**config.mk**
```make
export PLATFORM = sky130hd
export DESIGN_NAME = du_host_link_flat
export DESIGN_NICKNAME = d
export VERILOG_FILES = /design/src/rtl/du_host_link_if.sv /design/src/rtl/du_host_link.sv /design/src/flat_wrapper.sv
export SDC_FILE = /design/constraint.sdc
export NUM_CORES = 1
export LEC_CHECK = 0
export CORE_MARGIN = 2
export CORE_UTILIZATION = 53
export CTS_BUF_LIST = sky130_fd_sc_hd__clkbuf_8
export DETAILED_ROUTE_END_ITERATION = 10
export GPL_TIMING_DRIVEN = 0
export HOLD_SLACK_MARGIN = 0.1
export PLACE_DENSITY = 0.84
export REMOVE_ABC_BUFFERS = 1
export SLEW_MARGIN = 40
export SYNTH_ARGS = -nofsm -noshare
export SYNTH_HDL_FRONTEND = slang
export SYNTH_SLANG_ARGS = --single-unit
```
**constraint.sdc**
```tcl
create_clock -name i_clock -period 3.15 [get_ports i_clock]
set_input_delay 0.63 -clock i_clock [delete_from_list [all_inputs] [get_ports i_clock]]
set_output_delay 0.63 -clock i_clock [all_outputs]
set_load 0.005 [all_outputs]
```
**src/rtl/du_host_link_if.sv**
```systemverilog
// du_host_link_if: byte/word handshake bundle between the host link, the
// instruction ROM, the UART core and the dump consumers.
//   i_load/i_run/i_mode/i_n_instr : command inputs
//   o_rom_addr/i_rom_data         : instruction ROM read port (1-clock latency)
//   o_tx_*/i_tx_done              : UART transmit byte handshake
//   i_rx_byte/i_rx_done           : UART receive byte handshake
//   o_pc/o_cycles/o_reg_*/o_mem_* : captured dump contents
//   o_busy/o_done/o_error/o_state : status
// slave = the host link itself, master = whatever drives it.
interface du_host_link_if #(
  parameter int NB_DATA     = 32,
  parameter int N_BITS      = 8,
  parameter int NB_ROM_ADDR = 7,
  parameter int NB_REG      = 5,
  parameter int NB_STATE    = 4
) ();
  logic                   i_load;
  logic                   i_run;
  logic [N_BITS-1:0]      i_mode;
  logic [N_BITS-1:0]      i_n_instr;
  logic [NB_ROM_ADDR-1:0] o_rom_addr;
  logic [NB_DATA-1:0]     i_rom_data;
  logic [N_BITS-1:0]      o_tx_byte;
  logic                   o_tx_start;
  logic                   i_tx_done;
  logic [N_BITS-1:0]      i_rx_byte;
  logic                   i_rx_done;
  logic [N_BITS-1:0]      o_pc;
  logic [N_BITS-1:0]      o_cycles;
  logic                   o_reg_we;
  logic [NB_REG-1:0]      o_reg_addr;
  logic [NB_DATA-1:0]     o_reg_data;
  logic                   o_mem_we;
  logic [N_BITS-1:0]      o_mem_addr;
  logic [NB_DATA-1:0]     o_mem_data;
  logic                   o_busy;
  logic                   o_done;
  logic                   o_error;
  logic [NB_STATE-1:0]    o_state;

  modport slave (
    input  i_load, i_run, i_mode, i_n_instr, i_rom_data, i_tx_done, i_rx_byte, i_rx_done,
    output o_rom_addr, o_tx_byte, o_tx_start, o_pc, o_cycles, o_reg_we, o_reg_addr,
           o_reg_data, o_mem_we, o_mem_addr, o_mem_data, o_busy, o_done, o_error, o_state
  );

  modport master (
    output i_load, i_run, i_mode, i_n_instr, i_rom_data, i_tx_done, i_rx_byte, i_rx_done,
    input  o_rom_addr, o_tx_byte, o_tx_start, o_pc, o_cycles, o_reg_we, o_reg_addr,
           o_reg_data, o_mem_we, o_mem_addr, o_mem_data, o_busy, o_done, o_error, o_state
  );
endinterface

```
**src/rtl/du_host_link.sv**
```systemverilog
// du_host_link: host-side peer of the pipeline debug unit byte protocol.
// Sends count / instruction words (LSB byte first) / mode byte over a UART
// byte handshake, then collects PC, cycle count, 32 registers and dirty-memory
// records until the line stays idle for TIMEOUT clocks.
// Ports: i_clock, i_reset (sync, active low), bus (du_host_link_if.slave).
module du_host_link #(
  parameter int NB_DATA     = 32,
  parameter int N_BITS      = 8,
  parameter int N_BYTES     = 4,
  parameter int NB_ROM_ADDR = 7,
  parameter int NB_REG      = 5,
  parameter int N_REGS      = 32,
  parameter int TIMEOUT     = 100000,
  parameter int NB_TIMEOUT  = 17,
  parameter int NB_STATE    = 4
) (
  input  logic          i_clock,
  input  logic          i_reset,
  du_host_link_if.slave bus
);
  localparam int NB_BIDX = (N_BYTES > 1) ? $clog2(N_BYTES) : 1;
  localparam logic [NB_BIDX-1:0]    LAST_BYTE = NB_BIDX'(N_BYTES - 1);
  localparam logic [NB_REG-1:0]     LAST_REG  = NB_REG'(N_REGS - 1);
  localparam logic [NB_TIMEOUT-1:0] TMO_LAST  = NB_TIMEOUT'(TIMEOUT - 1);
  localparam logic [NB_TIMEOUT-1:0] TMO_MAX   = NB_TIMEOUT'(TIMEOUT);
  localparam logic [N_BITS-1:0]     MODE_STEP = N_BITS'(4);
  localparam logic [N_BITS-1:0]     MODE_CONT = N_BITS'(16);

  typedef enum logic [NB_STATE-1:0] {
    ST_IDLE        = NB_STATE'(0),
    ST_READY       = NB_STATE'(1),
    ST_SEND_COUNT  = NB_STATE'(2),
    ST_FETCH       = NB_STATE'(3),
    ST_SEND_INSTR  = NB_STATE'(4),
    ST_SEND_MODE   = NB_STATE'(5),
    ST_RX_PC       = NB_STATE'(6),
    ST_RX_CYCLES   = NB_STATE'(7),
    ST_RX_REG      = NB_STATE'(8),
    ST_RX_MEM_ADDR = NB_STATE'(9),
    ST_RX_MEM_DATA = NB_STATE'(10)
  } state_t;

  state_t                 state_q, state_d;
  logic [N_BITS-1:0]      n_instr_q, n_instr_d, mode_q, mode_d, instr_cnt_q, instr_cnt_d;
  logic [NB_ROM_ADDR-1:0] rom_addr_q, rom_addr_d;
  logic [NB_DATA-1:0]     word_q, word_d;
  logic [NB_BIDX-1:0]     byte_idx_q, byte_idx_d;
  logic                   fetch_wait_q, fetch_wait_d, tx_pend_q, tx_pend_d;
  logic                   tx_start_q, tx_start_d, programmed_q, programmed_d;
  logic [N_BITS-1:0]      tx_byte_q, tx_byte_d;
  logic [NB_TIMEOUT-1:0]  timeout_q, timeout_d;
  logic [N_BITS-1:0]      pc_q, pc_d, cycles_q, cycles_d, mem_addr_q, mem_addr_d;
  logic                   reg_we_q, reg_we_d, mem_we_q, mem_we_d, done_q, done_d, error_q, error_d;
  logic [NB_REG-1:0]      reg_addr_q, reg_addr_d;
  logic [NB_DATA-1:0]     reg_data_q, reg_data_d, mem_data_q, mem_data_d;

  logic              mode_ok, rx_state, byte_sent;
  logic [N_BITS-1:0] cur_byte;

  // State register (and the datapath registers it steers).
  always_ff @(posedge i_clock) begin
    if (!i_reset) begin
      state_q <= ST_IDLE;       n_instr_q <= '0;    mode_q <= '0;       instr_cnt_q <= '0;
      rom_addr_q <= '0;         word_q <= '0;       byte_idx_q <= '0;   fetch_wait_q <= 1'b0;
      tx_pend_q <= 1'b0;        tx_start_q <= 1'b0; tx_byte_q <= '0;    programmed_q <= 1'b0;
      timeout_q <= '0;          pc_q <= '0;         cycles_q <= '0;     mem_addr_q <= '0;
      reg_we_q <= 1'b0;         mem_we_q <= 1'b0;   done_q <= 1'b0;     error_q <= 1'b0;
      reg_addr_q <= '0;         reg_data_q <= '0;   mem_data_q <= '0;
    end else begin
      state_q <= state_d;       n_instr_q <= n_instr_d; mode_q <= mode_d; instr_cnt_q <= instr_cnt_d;
      rom_addr_q <= rom_addr_d; word_q <= word_d;   byte_idx_q <= byte_idx_d; fetch_wait_q <= fetch_wait_d;
      tx_pend_q <= tx_pend_d;   tx_start_q <= tx_start_d; tx_byte_q <= tx_byte_d; programmed_q <= programmed_d;
      timeout_q <= timeout_d;   pc_q <= pc_d;       cycles_q <= cycles_d; mem_addr_q <= mem_addr_d;
      reg_we_q <= reg_we_d;     mem_we_q <= mem_we_d; done_q <= done_d; error_q <= error_d;
      reg_addr_q <= reg_addr_d; reg_data_q <= reg_data_d; mem_data_q <= mem_data_d;
    end
  end

  // Next-state logic.
  always_comb begin
    state_d = state_q;         n_instr_d = n_instr_q;   mode_d = mode_q;     instr_cnt_d = instr_cnt_q;
    rom_addr_d = rom_addr_q;   word_d = word_q;         byte_idx_d = byte_idx_q;
    fetch_wait_d = fetch_wait_q; tx_pend_d = tx_pend_q; tx_byte_d = tx_byte_q;
    programmed_d = programmed_q; timeout_d = timeout_q; pc_d = pc_q;         cycles_d = cycles_q;
    mem_addr_d = mem_addr_q;   reg_addr_d = reg_addr_q; reg_data_d = reg_data_q; mem_data_d = mem_data_q;
    tx_start_d = 1'b0; reg_we_d = 1'b0; mem_we_d = 1'b0; done_d = 1'b0; error_d = 1'b0;
    byte_sent = 1'b0;

    mode_ok  = (bus.i_mode == MODE_STEP) || (bus.i_mode == MODE_CONT);
    rx_state = state_q inside {ST_RX_PC, ST_RX_CYCLES, ST_RX_REG, ST_RX_MEM_ADDR, ST_RX_MEM_DATA};

    case (state_q)
      ST_SEND_COUNT: cur_byte = n_instr_q;
      ST_SEND_MODE:  cur_byte = mode_q;
      default:       cur_byte = word_q[int'(byte_idx_q)*N_BITS +: N_BITS];
    endcase

    // The register index advances while o_reg_we is high, so addr/data are
    // valid together during the pulse.
    if (reg_we_q) reg_addr_d = (reg_addr_q == LAST_REG) ? '0 : reg_addr_q + NB_REG'(1);

    if (rx_state) begin
      if (bus.i_rx_done)          timeout_d = '0;
      else if (timeout_q != TMO_MAX) timeout_d = timeout_q + NB_TIMEOUT'(1);
    end

    // Shared byte transmitter for all SEND_* states: one start per byte,
    // byte held until its done tick.
    if (state_q inside {ST_SEND_COUNT, ST_SEND_INSTR, ST_SEND_MODE}) begin
      if (!tx_pend_q) begin
        tx_start_d = 1'b1;
        tx_pend_d  = 1'b1;
        tx_byte_d  = cur_byte;
      end else if (bus.i_tx_done) begin
        tx_pend_d = 1'b0;
        byte_sent = 1'b1;
      end
    end

    case (state_q)
      ST_IDLE, ST_READY: begin
        if (bus.i_load) begin
          if (mode_ok && (bus.i_n_instr != '0)) begin
            n_instr_d = bus.i_n_instr; mode_d = bus.i_mode;
            instr_cnt_d = '0; rom_addr_d = '0; byte_idx_d = '0;
            state_d = ST_SEND_COUNT;
          end else error_d = 1'b1;
        end else if (bus.i_run) begin
          if (state_q == ST_READY && programmed_q && mode_ok) begin
            mode_d = bus.i_mode;
            state_d = ST_SEND_MODE;
          end else error_d = 1'b1;
        end
      end
      ST_SEND_COUNT: if (byte_sent) begin
        fetch_wait_d = 1'b1;
        state_d = ST_FETCH;
      end
      // First cycle lets the ROM register the new address; second latches.
      ST_FETCH: begin
        if (fetch_wait_q) fetch_wait_d = 1'b0;
        else begin
          word_d = bus.i_rom_data; byte_idx_d = '0;
          state_d = ST_SEND_INSTR;
        end
      end
      ST_SEND_INSTR: if (byte_sent) begin
        byte_idx_d = byte_idx_q + NB_BIDX'(1);
        if (byte_idx_q == LAST_BYTE) begin
          if (instr_cnt_q == n_instr_q - N_BITS'(1)) state_d = ST_SEND_MODE;
          else begin
            instr_cnt_d = instr_cnt_q + N_BITS'(1);
            rom_addr_d = rom_addr_q + NB_ROM_ADDR'(1);
            fetch_wait_d = 1'b1;
            state_d = ST_FETCH;
          end
        end
      end
      ST_SEND_MODE: if (byte_sent) begin
        programmed_d = 1'b1; timeout_d = '0; reg_addr_d = '0; byte_idx_d = '0;
        state_d = ST_RX_PC;
      end
      ST_RX_PC: if (bus.i_rx_done) begin
        pc_d = bus.i_rx_byte; state_d = ST_RX_CYCLES;
      end
      ST_RX_CYCLES: if (bus.i_rx_done) begin
        cycles_d = bus.i_rx_byte; byte_idx_d = '0; state_d = ST_RX_REG;
      end
      ST_RX_REG: if (bus.i_rx_done) begin
        reg_data_d[int'(byte_idx_q)*N_BITS +: N_BITS] = bus.i_rx_byte;
        byte_idx_d = byte_idx_q + NB_BIDX'(1);
        if (byte_idx_q == LAST_BYTE) begin
          reg_we_d = 1'b1;
          if (reg_addr_q == LAST_REG) state_d = ST_RX_MEM_ADDR;
        end
      end
      ST_RX_MEM_ADDR: if (bus.i_rx_done) begin
        mem_addr_d = bus.i_rx_byte; byte_idx_d = '0; state_d = ST_RX_MEM_DATA;
      end
      ST_RX_MEM_DATA: if (bus.i_rx_done) begin
        mem_data_d[int'(byte_idx_q)*N_BITS +: N_BITS] = bus.i_rx_byte;
        byte_idx_d = byte_idx_q + NB_BIDX'(1);
        if (byte_idx_q == LAST_BYTE) begin
          mem_we_d = 1'b1; state_d = ST_RX_MEM_ADDR;
        end
      end
      default: state_d = ST_IDLE;
    endcase

    // Idle line: clean end only between memory records, abort otherwise.
    if (rx_state && !bus.i_rx_done && timeout_q == TMO_LAST) begin
      if (state_q == ST_RX_MEM_ADDR) done_d = 1'b1;
      else                           error_d = 1'b1;
      timeout_d = '0; byte_idx_d = '0;
      state_d = ST_READY;
    end
  end

  // Outputs.
  always_comb begin
    bus.o_busy  = !(state_q == ST_IDLE || state_q == ST_READY);
    bus.o_state = state_q;
  end

  assign bus.o_rom_addr = rom_addr_q;
  assign bus.o_tx_byte  = tx_byte_q;
  assign bus.o_tx_start = tx_start_q;
  assign bus.o_pc       = pc_q;
  assign bus.o_cycles   = cycles_q;
  assign bus.o_reg_we   = reg_we_q;
  assign bus.o_reg_addr = reg_addr_q;
  assign bus.o_reg_data = reg_data_q;
  assign bus.o_mem_we   = mem_we_q;
  assign bus.o_mem_addr = mem_addr_q;
  assign bus.o_mem_data = mem_data_q;
  assign bus.o_done     = done_q;
  assign bus.o_error    = error_q;
endmodule

```
**src/flat_wrapper.sv**
```systemverilog
// flat-port wrapper written by rule: the top's interface ports become plain ports
module du_host_link_flat 
#(
  parameter int NB_DATA     = 32,
  parameter int N_BITS      = 8,
  parameter int N_BYTES     = 4,
  parameter int NB_ROM_ADDR = 7,
  parameter int NB_REG      = 5,
  parameter int N_REGS      = 32,
  parameter int TIMEOUT     = 100000,
  parameter int NB_TIMEOUT  = 17,
  parameter int NB_STATE    = 4
)
  (i_clock, i_reset, bus_i_load, bus_i_run, bus_i_mode, bus_i_n_instr, bus_i_rom_data, bus_i_tx_done, bus_i_rx_byte, bus_i_rx_done, bus_o_rom_addr, bus_o_tx_byte, bus_o_tx_start, bus_o_pc, bus_o_cycles, bus_o_reg_we, bus_o_reg_addr, bus_o_reg_data, bus_o_mem_we, bus_o_mem_addr, bus_o_mem_data, bus_o_busy, bus_o_done, bus_o_error, bus_o_state);
  du_host_link_if #(.NB_DATA(NB_DATA), .N_BITS(N_BITS), .NB_ROM_ADDR(NB_ROM_ADDR), .NB_REG(NB_REG), .NB_STATE(NB_STATE)) bus_i ();
  input  logic i_clock;
  input  logic i_reset;
  input wire logic [$bits(bus_i.i_load)-1:0] bus_i_load;
  input wire logic [$bits(bus_i.i_run)-1:0] bus_i_run;
  input wire logic [$bits(bus_i.i_mode)-1:0] bus_i_mode;
  input wire logic [$bits(bus_i.i_n_instr)-1:0] bus_i_n_instr;
  input wire logic [$bits(bus_i.i_rom_data)-1:0] bus_i_rom_data;
  input wire logic [$bits(bus_i.i_tx_done)-1:0] bus_i_tx_done;
  input wire logic [$bits(bus_i.i_rx_byte)-1:0] bus_i_rx_byte;
  input wire logic [$bits(bus_i.i_rx_done)-1:0] bus_i_rx_done;
  output wire logic [$bits(bus_i.o_rom_addr)-1:0] bus_o_rom_addr;
  output wire logic [$bits(bus_i.o_tx_byte)-1:0] bus_o_tx_byte;
  output wire logic [$bits(bus_i.o_tx_start)-1:0] bus_o_tx_start;
  output wire logic [$bits(bus_i.o_pc)-1:0] bus_o_pc;
  output wire logic [$bits(bus_i.o_cycles)-1:0] bus_o_cycles;
  output wire logic [$bits(bus_i.o_reg_we)-1:0] bus_o_reg_we;
  output wire logic [$bits(bus_i.o_reg_addr)-1:0] bus_o_reg_addr;
  output wire logic [$bits(bus_i.o_reg_data)-1:0] bus_o_reg_data;
  output wire logic [$bits(bus_i.o_mem_we)-1:0] bus_o_mem_we;
  output wire logic [$bits(bus_i.o_mem_addr)-1:0] bus_o_mem_addr;
  output wire logic [$bits(bus_i.o_mem_data)-1:0] bus_o_mem_data;
  output wire logic [$bits(bus_i.o_busy)-1:0] bus_o_busy;
  output wire logic [$bits(bus_i.o_done)-1:0] bus_o_done;
  output wire logic [$bits(bus_i.o_error)-1:0] bus_o_error;
  output wire logic [$bits(bus_i.o_state)-1:0] bus_o_state;
  assign bus_i.i_load = bus_i_load;
  assign bus_i.i_run = bus_i_run;
  assign bus_i.i_mode = bus_i_mode;
  assign bus_i.i_n_instr = bus_i_n_instr;
  assign bus_i.i_rom_data = bus_i_rom_data;
  assign bus_i.i_tx_done = bus_i_tx_done;
  assign bus_i.i_rx_byte = bus_i_rx_byte;
  assign bus_i.i_rx_done = bus_i_rx_done;
  assign bus_o_rom_addr = bus_i.o_rom_addr;
  assign bus_o_tx_byte = bus_i.o_tx_byte;
  assign bus_o_tx_start = bus_i.o_tx_start;
  assign bus_o_pc = bus_i.o_pc;
  assign bus_o_cycles = bus_i.o_cycles;
  assign bus_o_reg_we = bus_i.o_reg_we;
  assign bus_o_reg_addr = bus_i.o_reg_addr;
  assign bus_o_reg_data = bus_i.o_reg_data;
  assign bus_o_mem_we = bus_i.o_mem_we;
  assign bus_o_mem_addr = bus_i.o_mem_addr;
  assign bus_o_mem_data = bus_i.o_mem_data;
  assign bus_o_busy = bus_i.o_busy;
  assign bus_o_done = bus_i.o_done;
  assign bus_o_error = bus_i.o_error;
  assign bus_o_state = bus_i.o_state;
  du_host_link #(.NB_DATA(NB_DATA), .N_BITS(N_BITS), .N_BYTES(N_BYTES), .NB_ROM_ADDR(NB_ROM_ADDR), .NB_REG(NB_REG), .N_REGS(N_REGS), .TIMEOUT(TIMEOUT), .NB_TIMEOUT(NB_TIMEOUT), .NB_STATE(NB_STATE)) u_core (.i_clock(i_clock), .i_reset(i_reset), .bus(bus_i));
endmodule
```
==> impl_metrics.toml <==
[run_status]
status = "finished clean"

[logic_synthesis]
synthFlopType = "dfxtp_1"
synth.distinct_cells = 65
async_flop_share_pct = 0
syn_inst = 1052
ys_ff_latch = 195
synth.largest_area_cell = "dfxtp_1"
synth.top_cell.area_share_pct = 45.3
synth_edf_count = 0
yosys_warnings = 0
syn_area_mm2 = 0.00862
yosysSeqAreaShare_pct = 45.3
avgSynthCellArea_um2 = 8.20
synth_top_cells_by_area = "dfxtp_1, nand2_1, a21oi_1"

[sta]
fin_ws_ns = 0.220
timing.final.crit_share_pct = 93.0
fin_crit_ns = 2.93
worst_pin_slew_ns = 0.775
fin_hold_ws_ns = 0.458
max_slew_margin_pct = 47.9
fmax_ghz = 0.341
fin_skew_ns = 0.0164
setup_viol = 0
hold_viol = 0
rsz0062_at_grt = "no"
drv_slew = 0

[job]
drv_cap = 0

[placement]
place_congestion = 0.895
placed_cells = 1386
dp.final_hpwl_um = 16500
io_buffer_count = 179
post-place-ws_ns = -0.437
placed_area_mm2 = 0.0105

[power]
p_clk_share_pct = 37.5
pwr-share-comb_pct = 8.1
leakage_nw = 3.71
switching_power_mw = 1.19
swShare_pct = 25.4
seqPwrFrac_pct = 54.4
irDropWorstVdd_v = 0.000348
internal_power_mw = 3.49
p_per_area_mw_per_mm2 = 426

[cells_and_area]
nets = 1263
layout.cells.non_filler = 1418
syn2layout_area_growth_pct = 27.4
antenna_cells = 0
stdcell_area_mm2 = 0.0110
final_cell_mix = "nand2_1, dfxtp_1, clkdlybuf4s50_1, a21oi_1, nand3_1"
utilization_pct = 69.2
drive_above_1_share_pct = 5.91
fillCellCount = 1301
layout_commonest_cell = "nand2_1"

[global_routing]
overflow = 0
use_met2_pct = 45.3
grt_start_max_net_pins = 90
top_usage_layer = "met2"
grt.total_usage_pct = 27.4
grt_pass1_vias = 7691
antenna_found_initial = 0
use_met1_pct = 34.7
use_met3_pct = 5.13
grt_pass1_wl_um = 38800

[clock_tree]
cts.sinks = 195
insertion_delay_ns = 0.47
clk_pin_slew_ns = 0.10
cts.path.max_buffers = 2
htree_levels = 4
cts_resized = 0
hold_buffers = 0
post-cts-setup-buffers = 0
tritoncts = "done"
cts_root_buffer = "clkbuf_8"
numCtsBuffers = 17

[floorplanning]
start_util_pct = 54.3
fp.dieW_um = 132
pin_count = 180
die_area_mm2 = 0.0173
core_area_mm2 = 0.0159
row_count = 46
die_h_um = 132

[detailed_routing]
dr.first_iter.drc_count = 661
wl_um = 23700
drt-pass1-iter-count = 5
vias = 8048
antenna_left = 0
viasPerCell = 5.68
drc = 0
wl_per_cell_um = 16.7

[worst_setup_path]
cp_max_fo = 16
required_ns = 3.55
crit_type = "primary input to flip-flop"
crit_arrival_ns = 3.33
startpoint_type = "primary input"
worst_setup_path_end_kind = "flip-flop"

[min_path]
hp-class = "flip-flop to flip-flop"
[worst paths after layout]
kind | start | slack, ns | end | cells after the start
setup / recovery | bus_i_mode[0] | 0.22 | u_core.bus.o_rom_addr[3] | 7
hold / removal | u_core.bus.o_mem_addr[1] | 0.46 | u_core.bus.o_mem_addr[1] | 2
setup reg to reg | u_core.bus.o_state[3] | 0.30 | u_core.timeout_q[0] | 6
hold reg to reg | u_core.bus.o_mem_addr[1] | 0.46 | u_core.bus.o_mem_addr[1] | 2
[per-layer routing]
metal | share of wire (%) | vias up | routed length, um
li1 | - | 3960 | -
met5 | 0 | - | 0
met2 | 48 | 264 | 11400
met4 | 3.3 | 0 | 773
met3 | 6.1 | 55 | 1440
met1 | 43 | 3769 | 10100
[metrics by stage]
step	setup TNS, ns	power (mW)
floorplan	-12.32	2.74
global placement	-324.33	2.96
detailed placement	-4.08	2.97
CTS	0	4.69
global route	0	4.84
finish	0	4.68
[state kept, by name, indices dropped and copies added, names as in the netlist, 2 cells and up]
signal and count:
u_core.bus.o_reg_data 32, u_core.bus.o_state 4, u_core.bus.o_cycles 8, u_core.bus.o_mem_data 32
u_core.byte_idx_q 2, u_core.bus.o_mem_addr 8, u_core.bus.o_reg_addr 5, u_core.bus.o_pc 8
u_core.bus.o_rom_addr 7, u_core.instr_cnt_q 8, u_core.n_instr_q 8, u_core.mode_q 8
u_core.timeout_q 17, u_core.word_q 32, u_core.bus.o_tx_byte 8
[critical path: stages]
cell	delay [ns]
clkdlybuf4s50_1	0.41
or4_4	0.54
nor4_4	0.39
and3_2	0.45
o21ai_2	0.24
or4_1	0.51
a21oi_1	0.14
[cell usage after synthesis (3+ instances only)]
library cell and count:
o2111ai_1 4, nand2_1 203, and4_1 4, or3_1 8, o31ai_1 4, nor3_1 15
a21oi_1 139, nor2b_1 6, dfxtp_1 195, a21boi_0 3, mux4_2 8, or4_1 6
mux2i_1 23, nor4_1 7, nor4b_1 5, clkbuf_1 61, buf_2 5, o21ai_0 18
xor2_1 13, o41ai_1 5, inv_1 24, nand3_1 84, xnor2_1 15, ha_1 12
nand4_1 8, and3_1 13, nand2b_1 7, buf_1 4, nor3b_1 4, a31oi_1 11
a22oi_1 9, a2111o_1 4, and2_1 19, nor2_1 65
[power by group through the flow]
stage          clock network, mW  logic [mW]  registers (mW)
6_report                    1.75       0.380            2.54
5_1_grt                     1.88       0.412            2.55
4_1_cts                     1.77       0.377            2.54
3_5_place_dp                   0       0.375            2.60
3_3_place_gp                   0       0.366            2.60
2_1_floorplan                  0       0.147            2.59
[cells by family (layout without fill, tap and decap cells)]
logic type                 count (synthesis)  in the layout  share of synthesized area [%]
and+or+nand+nor                          459            459                           24.9
buffers and inverters                     95            245                           4.25
muxes                                     32             32                           4.89
DFF                                      195            195                           45.3
AOI/OAI and AO/OA                        231            231                           16.2
adders and majority gates                 12             12                           1.74
xor gates and xnor gates                  28             28                           2.84
[cell type report]
cell class                 instances  area, um2  area share [%]
sequential                       195       3910            35.5
tap                              216        270            2.46
clock inverter                    15        203            1.84
inverter                          24       97.6           0.888
clock buffer                      17        234            2.13
timing repair buffer             189       1870            17.0
multi-input combinational        762       4410            40.1
Power figures use the tool's default switching activity.
